[src/rtl/pipe_ctrl_pkg.sv]
// Shared types and constants for the pipeline controller.
package pipe_ctrl_pkg;

    typedef enum logic [1:0] {RUN, MEM_WAIT, DRAIN, HALTED} pipe_state_e;

    localparam int IF_ID   = 1;
    localparam int ID_EX   = 2;
    localparam int EX_MEM  = 3;
    localparam int MEM_WB  = 4;
    localparam int MAX_BND = 16;

    // Bit i-1 of reg_en/reg_clr controls boundary i; upper bits unused for short pipes.
    typedef struct packed {
        logic               pc_en;
        logic [MAX_BND-1:0] reg_en;
        logic [MAX_BND-1:0] reg_clr;
    } pipe_ctrl_out_t;

endpackage

[src/rtl/pipe_ctrl_sat_counter.sv]
// Saturating up-counter used for the performance counters.
module sat_counter #(
    parameter int W = 32
) (
    input  logic         clk,
    input  logic         rst,
    input  logic         inc,
    output logic [W-1:0] cnt
);
    always_ff @(posedge clk) begin
        if (rst)
            cnt <= '0;
        else if (inc && (cnt != '1))
            cnt <= cnt + W'(1);
    end
endmodule

[src/rtl/pipe_ctrl.sv]
// Pipeline controller: PC enable, per-boundary load/clear, valid tracking,
// memory-wait/halt sequencing and saturating perf counters.
module pipe_ctrl
    import pipe_ctrl_pkg::*;
#(
    parameter int NUM_STAGES  = 5,
    parameter int FLUSH_DEPTH = 2,
    parameter int MEM_STAGE   = 3,
    parameter int MEM_TIMEOUT = 255,
    parameter int CNT_WIDTH   = 32
) (
    input  logic                  clk,
    input  logic                  rst,
    input  logic                  hazard_stall,
    input  logic                  redirect,
    input  logic                  mem_req,
    input  logic                  mem_ready,
    input  logic                  halt_req,
    input  logic                  resume,
    output logic                  pc_en,
    output logic [NUM_STAGES-2:0] reg_en,
    output logic [NUM_STAGES-2:0] reg_clr,
    output logic [NUM_STAGES-2:0] stage_vld,
    output logic                  halted,
    output logic                  mem_timeout,
    output logic [CNT_WIDTH-1:0]  cyc_cnt,
    output logic [CNT_WIDTH-1:0]  ret_cnt,
    output logic [CNT_WIDTH-1:0]  stall_cnt,
    output logic [CNT_WIDTH-1:0]  flush_cnt
);
    localparam int NB = NUM_STAGES - 1;
    localparam int WW = (MEM_TIMEOUT > 0) ? $clog2(MEM_TIMEOUT + 1) : 1;

    pipe_state_e    state;
    pipe_ctrl_out_t ctrl;
    logic           mem_wait, fetch_on, take_redir, take_haz, all_empty;
    logic [WW-1:0]  wait_cnt;

    assign mem_wait   = stage_vld[MEM_STAGE-1] & mem_req & ~mem_ready;
    assign fetch_on   = (state == RUN) || (state == MEM_WAIT);
    assign take_redir = ~mem_wait & redirect;
    assign take_haz   = ~mem_wait & ~redirect & hazard_stall;
    assign all_empty  = ~|stage_vld;

    always_comb begin
        ctrl = '0;
        if (rst) begin
            ctrl.reg_clr[NB-1:0] = '1;
        end else begin
            ctrl.pc_en           = fetch_on;
            ctrl.reg_en[NB-1:0]  = '1;
            // EX is frozen during a wait, so redirect/hazard re-present afterwards.
            if (mem_wait) begin
                ctrl.pc_en                  = 1'b0;
                ctrl.reg_en[MEM_STAGE-1:0]  = '0;
                ctrl.reg_clr[MEM_STAGE]     = 1'b1;
            end else if (redirect) begin
                ctrl.reg_clr[FLUSH_DEPTH-1:0] = '1;
            end else if (hazard_stall) begin
                ctrl.pc_en              = 1'b0;
                ctrl.reg_en[IF_ID-1]    = 1'b0;
                ctrl.reg_clr[ID_EX-1]   = 1'b1;
            end
            if (!fetch_on)
                ctrl.reg_clr[IF_ID-1] = 1'b1;
        end
    end

    assign pc_en   = ctrl.pc_en;
    assign reg_en  = ctrl.reg_en[NB-1:0];
    assign reg_clr = ctrl.reg_clr[NB-1:0];
    assign halted  = ~rst & ((state == HALTED) |
                             ((state == DRAIN) & all_empty & ~mem_wait));

    generate
        if (NB < MAX_BND) begin : g_unused
            logic unused_hi;
            assign unused_hi = ^{ctrl.reg_en[MAX_BND-1:NB], ctrl.reg_clr[MAX_BND-1:NB]};
        end
    endgenerate

    always_ff @(posedge clk) begin
        if (rst) begin
            stage_vld <= '0;
        end else begin
            if (reg_clr[0])     stage_vld[0] <= 1'b0;
            else if (reg_en[0]) stage_vld[0] <= pc_en;
            for (int i = 1; i < NB; i++) begin
                if (reg_clr[i])     stage_vld[i] <= 1'b0;
                else if (reg_en[i]) stage_vld[i] <= stage_vld[i-1];
            end
        end
    end

    // MEM_WAIT exits once the wait condition is gone, so a dropped request cannot strand it.
    always_ff @(posedge clk) begin
        if (rst) begin
            state <= RUN;
        end else begin
            case (state)
                RUN:      if (mem_wait) state <= MEM_WAIT;
                          else if (halt_req) state <= DRAIN;
                MEM_WAIT: if (!mem_wait) state <= halt_req ? DRAIN : RUN;
                DRAIN:    if (all_empty && !mem_wait) state <= HALTED;
                HALTED:   if (resume) state <= RUN;
                default:  state <= RUN;
            endcase
        end
    end

    always_ff @(posedge clk) begin
        if (rst) begin
            wait_cnt    <= '0;
            mem_timeout <= 1'b0;
        end else if (mem_wait) begin
            if ((MEM_TIMEOUT > 0) && (wait_cnt != WW'(MEM_TIMEOUT)))
                wait_cnt <= wait_cnt + WW'(1);
            if ((MEM_TIMEOUT > 0) && (wait_cnt == WW'(MEM_TIMEOUT - 1)))
                mem_timeout <= 1'b1;
        end else begin
            wait_cnt <= '0;
        end
    end

    sat_counter #(.W(CNT_WIDTH)) u_cyc   (.clk(clk), .rst(rst), .inc(1'b1),                 .cnt(cyc_cnt));
    sat_counter #(.W(CNT_WIDTH)) u_ret   (.clk(clk), .rst(rst), .inc(stage_vld[NB-1]),      .cnt(ret_cnt));
    sat_counter #(.W(CNT_WIDTH)) u_stall (.clk(clk), .rst(rst), .inc(mem_wait | take_haz),  .cnt(stall_cnt));
    sat_counter #(.W(CNT_WIDTH)) u_flush (.clk(clk), .rst(rst), .inc(take_redir),           .cnt(flush_cnt));

endmodule

[config.mk]
export PLATFORM = sky130hd
export DESIGN_NAME = pipe_ctrl
export DESIGN_NICKNAME = d
export VERILOG_FILES = /design/src/rtl/pipe_ctrl_pkg.sv /design/src/rtl/pipe_ctrl_sat_counter.sv /design/src/rtl/pipe_ctrl.sv
export SDC_FILE = /design/constraint.sdc
export NUM_CORES = 1
export LEC_CHECK = 0
export CAP_MARGIN = 30
export CELL_PAD_IN_SITES_DETAIL_PLACEMENT = 0
export CELL_PAD_IN_SITES_GLOBAL_PLACEMENT = 1
export CORE_MARGIN = 2
export CORE_UTILIZATION = 38
export DETAILED_ROUTE_END_ITERATION = 6
export PLACE_DENSITY = 0.77
export SYNTH_ARGS = -nofsm -noshare
export SYNTH_HDL_FRONTEND = slang
export SYNTH_SLANG_ARGS = --single-unit
[constraint.sdc]
create_clock -name clk -period 2.5 [get_ports clk]
set_input_delay 0.5 -clock clk [delete_from_list [all_inputs] [get_ports clk]]
set_output_delay 0.5 -clock clk [all_outputs]
set_load 0.05 [all_outputs]
### After elaboration in Yosys (flattened, before gate mapping)

Cells that the tools add are included.

* register bits: 143
* input bits: 8
* output and inout port bits: 143
* word-level logic and storage cells: 84

* add/subtract/negate cells: 5
* equal/unequal tests: 13
* mux-type cells: 25
* bitwise gates (word level): 14
* reductions and logical operators: 16

Operators with widths (number)
* $add 32x1->32 const B: 4
* $ne 32x32->1 const B: 4
* $mux 2: 9
* $mux 1: 14
* $reduce_or 2->1: 5
* $add 8x1->8 const B: 1
* $and 1x1->1: 8
* $eq 8x8->1 const B: 1
* $ne 8x8->1 const B: 1
* $pmux 2 s4: 1
* $eq 2x2->1 const B: 2
* $logic_and 1x1->1: 4
* $mux 4: 1
* $ne 2x2->1 const B: 2
* $not 1->1: 4
* $reduce_and 4->1: 1
* $reduce_or 4->1: 1
* $ne 3x3->1 const B: 1
* $eq 2x1->1 const B: 1
* $logic_not 1->1: 2
* $logic_not 2->1: 1
* $ne 2x1->1 const B: 1
* $or 1x1->1: 2
* $reduce_and 2->1: 1
* $logic_or 1x1->1: 1

### Logic depth before layout (Yosys ltp)

* word-level depth: 7
* mapped depth: 8
* depth with buffers taken out: 6

### By module

Synthesis repeated with hierarchy kept, for this count alone.

* cells, all modules: 883
* area total of the unflattened synthesis: 7443.4 um2

Modules (own cells, without submodules)
* sat_counter: instances 4, cells an instance 199, area each 1674.1 um2, sequential area each 640.6 um2
* pipe_ctrl: instances 1, cells an instance 87, area each 747.0 um2, sequential area each 300.3 um2

### Worst setup path after synthesis

No wires, ideal clock.

* path type: register -> register
* start point: register u_flush.cnt[0]
* end point: register u_flush.cnt[1]
* setup time: 0.128 ns
* arrival: 2.514 ns
* required time: 2.372 ns
* setup slack: -0.142 ns
* stages on the path, launching flop included: 9
* buffers on the path: 2
* clock period less this slack: 2.642 ns
* path through: dfxtp_1 -> ha_1 -> nand3_1 -> or4_1 -> buf_2 -> o31ai_4 -> buf_2 -> mux2i_1 -> nor2_1

* longest elaborated chain between the ends: 2
* elaborated cells between the ends (all ways): 3
* classes of those cells: add/sub: 1; eq/ne: 1; reduce/logical: 1

Ends and longest elaborated chain
* start: declaration: RTL line pipe_ctrl_sat_counter.sv:8 `output logic [W-1:0] cnt`
* start signal: assignment: RTL line pipe_ctrl_sat_counter.sv:14 `cnt <= cnt + W'(1);`
* parallel branches: the longest is 2 deep, another holds $add 32x1->32

Several ways; the timed one is not identified.
A chain may end at the register's enable or synchronous reset.

### Final worst setup path

* start point: input port mem_ready
* end point: output port reg_clr[1]

* longest elaborated chain between the ends: 4

Ends and longest elaborated chain
* start: declaration: RTL line pipe_ctrl.sv:17 `input logic mem_ready,`
* $not 1->1: RTL line pipe_ctrl.sv:39 `assign mem_wait = stage_vld[MEM_STAGE-1] & mem_req & ~mem_ready;`
* $and 1x1->1: RTL line pipe_ctrl.sv:39
* $mux 2: RTL line pipe_ctrl.sv:53 `if (mem_wait) begin`
* $mux 2: RTL line pipe_ctrl.sv:47 `if (rst) begin`
* end: declaration: RTL line pipe_ctrl.sv:22 `output logic [NUM_STAGES-2:0] reg_clr,`

No other way between the ends.

==> impl_results.md <==
* Required time worst endpoint at around 2.0 ns
* Core Util, Final at 0.539
* Crit path max fanout at 2
* DRT Pass-1 Iters at 4
* R2R Setup Slk at roughly 0.2 ns
* GRT busiest layer: met2
* Max Slew Vio Count at 0
* M2 GR Usage at 0.328
* Synthesized area at 7370 µm²
* Worst Hold Class: flop to flop
* Largest area contributor in the netlist: dfxtp_1
* Hold Path Origin: u_cyc.cnt[22]
* Gr usage total at 0.207
* Final worst path period share at 0.977
* DRT Wirelength at 21.0 mm
* DR WL/cell at approximately 16 µm
* Chip Width at about 140 µm
* Routability cong. at 0.804
* CP bufs+invs at 3
* Initial Util at 0.390
* Max cap viols at 0
* Synth top area cells: dfxtp_1 (39%), a21oi_1 (5.2%), nor2_1 (4.2%), nand4_1 (4.2%), or3_1 (3.6%)
* Reg-to-reg startpoint: u_ret.cnt[20]
* Die area at a little over 20000 µm²
* Worst EP arrival at 1.94 ns
* Post-Synthesis Cells at a little under 900
* DRC errors left at 0
* Switching portion of total power at 0.230
* Vias per cell at roughly 5.5
* Area grow syn2layout at 38.3%
* Pleak at 3.35 nW
* Root Buffer: clkbuf_16
* # IOs at 151
* Outcome: complete, no violations
* Peak supply drop at 0.000475 V
* Buffers on Ports at 150
* Delay of the slowest critical-path stage at between 0.4 and 0.5 ns
* Clock skew at 0.0121 ns
* Clock Sinks at 143
* Met3 usage at 0.0476
* # setup viols final at 0
* RSZ-0062 raised after global routing: false
* #FFs+latches synth at 143
* Chip height at 143 µm
* Min cycle time layout at ~2.4 ns
* Vias in the first global route at 6754
* CP Capture Type: output port
* Ant diodes at 0
* Initial antenna violation count at 0
* Power Internal at 3.99 mW
* Drt first-iter violations at 388
* Worst path cell trace: clkdlybuf4s50_1, and3b_1, buf_4, o21ai_1, buf_12
* RR Endpoint: u_ret.cnt[31]
* Hold Vio Cnt, Final at 0
* Hpwl dp at between 15 and 20 mm
* Gate power share at 0.056
* M1 GR Usage at 0.284
* Clock Tree Buf Depth at 2
* First-pass GRT wire length at ~34 mm
* Register area share after synthesis at 0.389
* Hold depth at 1
* Most frequent cells in the layout: clkdlybuf4s50_1 (139), dfxtp_1 (137), nor2_1 (82)
* Skew-Pair Late Insertion Delay at 0.42 ns
* Nets at approximately 1100
* Syn_nets at just under 900
* Layout cells sized above 1 at 0.159
* GR Overflow Total at 0
* Number of synthesized flops with an enable pin at 0
* Num rows at 50
* Max Freq at 409 MHz
* CTS tree: built
* Cell family with most CP delay: buffers and inverters
* H-tree Lvls at 4
* Sw Pwr at 1.19 mW
* Critical path class: input pin to output port
* Reg clk slew, reported paths at 0.07 ns
* Critical Path Source Type: input pin
* Post-route ant nets at 0
* Synth cell types at 72
* Fraction of synthesized cell area taken by the top area cell type at 0.389
* Actual transition at the worst max-transition pin at 0.757 ns
* Ys Warns at 0
* Commonest non-fill, non-tap cell in the layout: clkdlybuf4s50_1
* Core area at 18900 µm²
* Post-synthesis async set-or-reset flop share at 0
* Vias at 7320
* Pwr dens at between 500 and 600 nW/µm²
* Largest net degree at the start of global routing at slightly above 70
* Main flop type after synthesis: dfxtp_1
* Sequential power share at 0.446
* Syn Area/Cell at 8.45 µm²
* Hold endpoint: u_cyc.cnt[22]
* Clk pwr share at 0.498
* Final Hold Slack at 0.498 ns
* Reg2Reg Depth at 6
* Relative slew slack at 0.496
* Slowest cell on crit path: clkdlybuf4s50_1
* Setup TNS Final at 0 ns
* CTS buffer count at 17
## worst register-to-register path, cell delays in order, from the launching register on
cell and delay, ns:
dfxtp_1 0.44, nand4_4 0.19, or4_4 0.62, nor4_4 0.48, buf_4 0.24, or4_2 0.12
a21oi_1 0.05
## layout make-up
class	instances	area, µm²
multi-input cells	672	4230
inverters	15	56.3
repair buffers	220	2100
clock buffers	22	494
flip-flops and latches	143	2870
fillers	1825	8710
well taps	260	325
clock inverters	9	108
## per-layer routing
| metal | part of all wire | wire [µm] |
|---|---|---|
| met2 | 0.46 | 9690 |
| met5 | 0 | 0 |
| met1 | 0.48 | 10100 |
| met4 | 0.0085 | 178 |
| met3 | 0.053 | 1120 |
## logic make-up after synthesis
logic type      Yosys count  share of synthesized area
flops                   143                      0.389
buf+inv                  57                     0.0391
xor+xnor                 34                     0.0404
compound gates          208                      0.180
mux                      15                     0.0233
fa+ha+maj                 6                     0.0102
simple gates            409                      0.319
## stage by stage
step | area (µm²) | power (mW) | setup WS (ns) | instances
after global routing | 10200 | 5.35 | 0.0168 | 1341
after floorplan | 7380 | 2.53 | 0.000383 | 872
after detailed placement | 9560 | 2.65 | -0.102 | 1309
after global placement | 9560 | 2.65 | -0.0892 | 1309
after CTS | 10200 | 5.25 | 0.00519 | 1340
final | 10200 | 5.19 | 0.0571 | 1341
## power by group through the flow
stage	sequential (mW)	combinational, mW	clock, mW
2_1_floorplan	2.40	0.131	0
3_3_place_gp	2.36	0.287	0
3_5_place_dp	2.36	0.288	0
4_1_cts	2.31	0.288	2.65
5_1_grt	2.32	0.311	2.73
6_report	2.31	0.291	2.58
## state kept, by name (all words and copies together), names as in the netlist
name and count:
u_cyc.cnt 32, u_flush.cnt 32, u_ret.cnt 32, u_stall.cnt 32, wait_cnt 8, stage_vld 4, state 2, mem_timeout 1
## Yosys cell counts (3+ instances only)
| master | n |
|---|---|
| and3_1 | 13 |
| nor4_2 | 3 |
| nand3_1 | 47 |
| o311ai_0 | 4 |
| or3_1 | 42 |
| dfxtp_1 | 143 |
| and4_1 | 15 |
| xor2_1 | 14 |
| nor2_1 | 83 |
| nor3_1 | 14 |
| o211ai_1 | 3 |
| or4_1 | 13 |
| o31ai_1 | 21 |
| ha_1 | 6 |
| mux2_2 | 9 |
| nand4b_1 | 3 |
| buf_2 | 7 |
| a31o_2 | 6 |
| a31oi_1 | 6 |
| nand3b_1 | 3 |
| nand4_1 | 49 |
| or4_2 | 7 |
| a311oi_1 | 4 |
| nand2_1 | 54 |
| a21o_1 | 3 |
| o21ai_0 | 49 |
| a211oi_1 | 9 |
| buf_4 | 6 |
| o21a_1 | 4 |
| xnor2_1 | 20 |
| nor4_1 | 9 |
| inv_1 | 14 |
| a21oi_1 | 77 |
| and2_1 | 14 |
| nor2b_1 | 11 |
| or2_2 | 7 |
| o41ai_1 | 6 |
| nand2b_1 | 3 |
| mux2i_1 | 4 |
| clkbuf_1 | 23 |
## worst max path at each step
stage	startpoint	endpoint	slack, ns	depth (start not counted)
after floorplan	u_flush.cnt[2]	u_flush.cnt[1]	0.0004	7
after global placement	mem_ready	u_stall.cnt[20]	-0.09	7
after detailed placement	mem_ready	u_stall.cnt[10]	-0.10	8
after CTS	stage_vld[2]	reg_clr[0]	0.005	5
after global routing	mem_req	reg_clr[0]	0.02	6
final	mem_ready	reg_clr[1]	0.06	5
## repair_timing
action,CTS,global route
resized for setup,0,2
endpoints found under the setup margin,0,2
hold buffers,0,0
setup buffers,0,1
(Power assumes the default switching activity.)
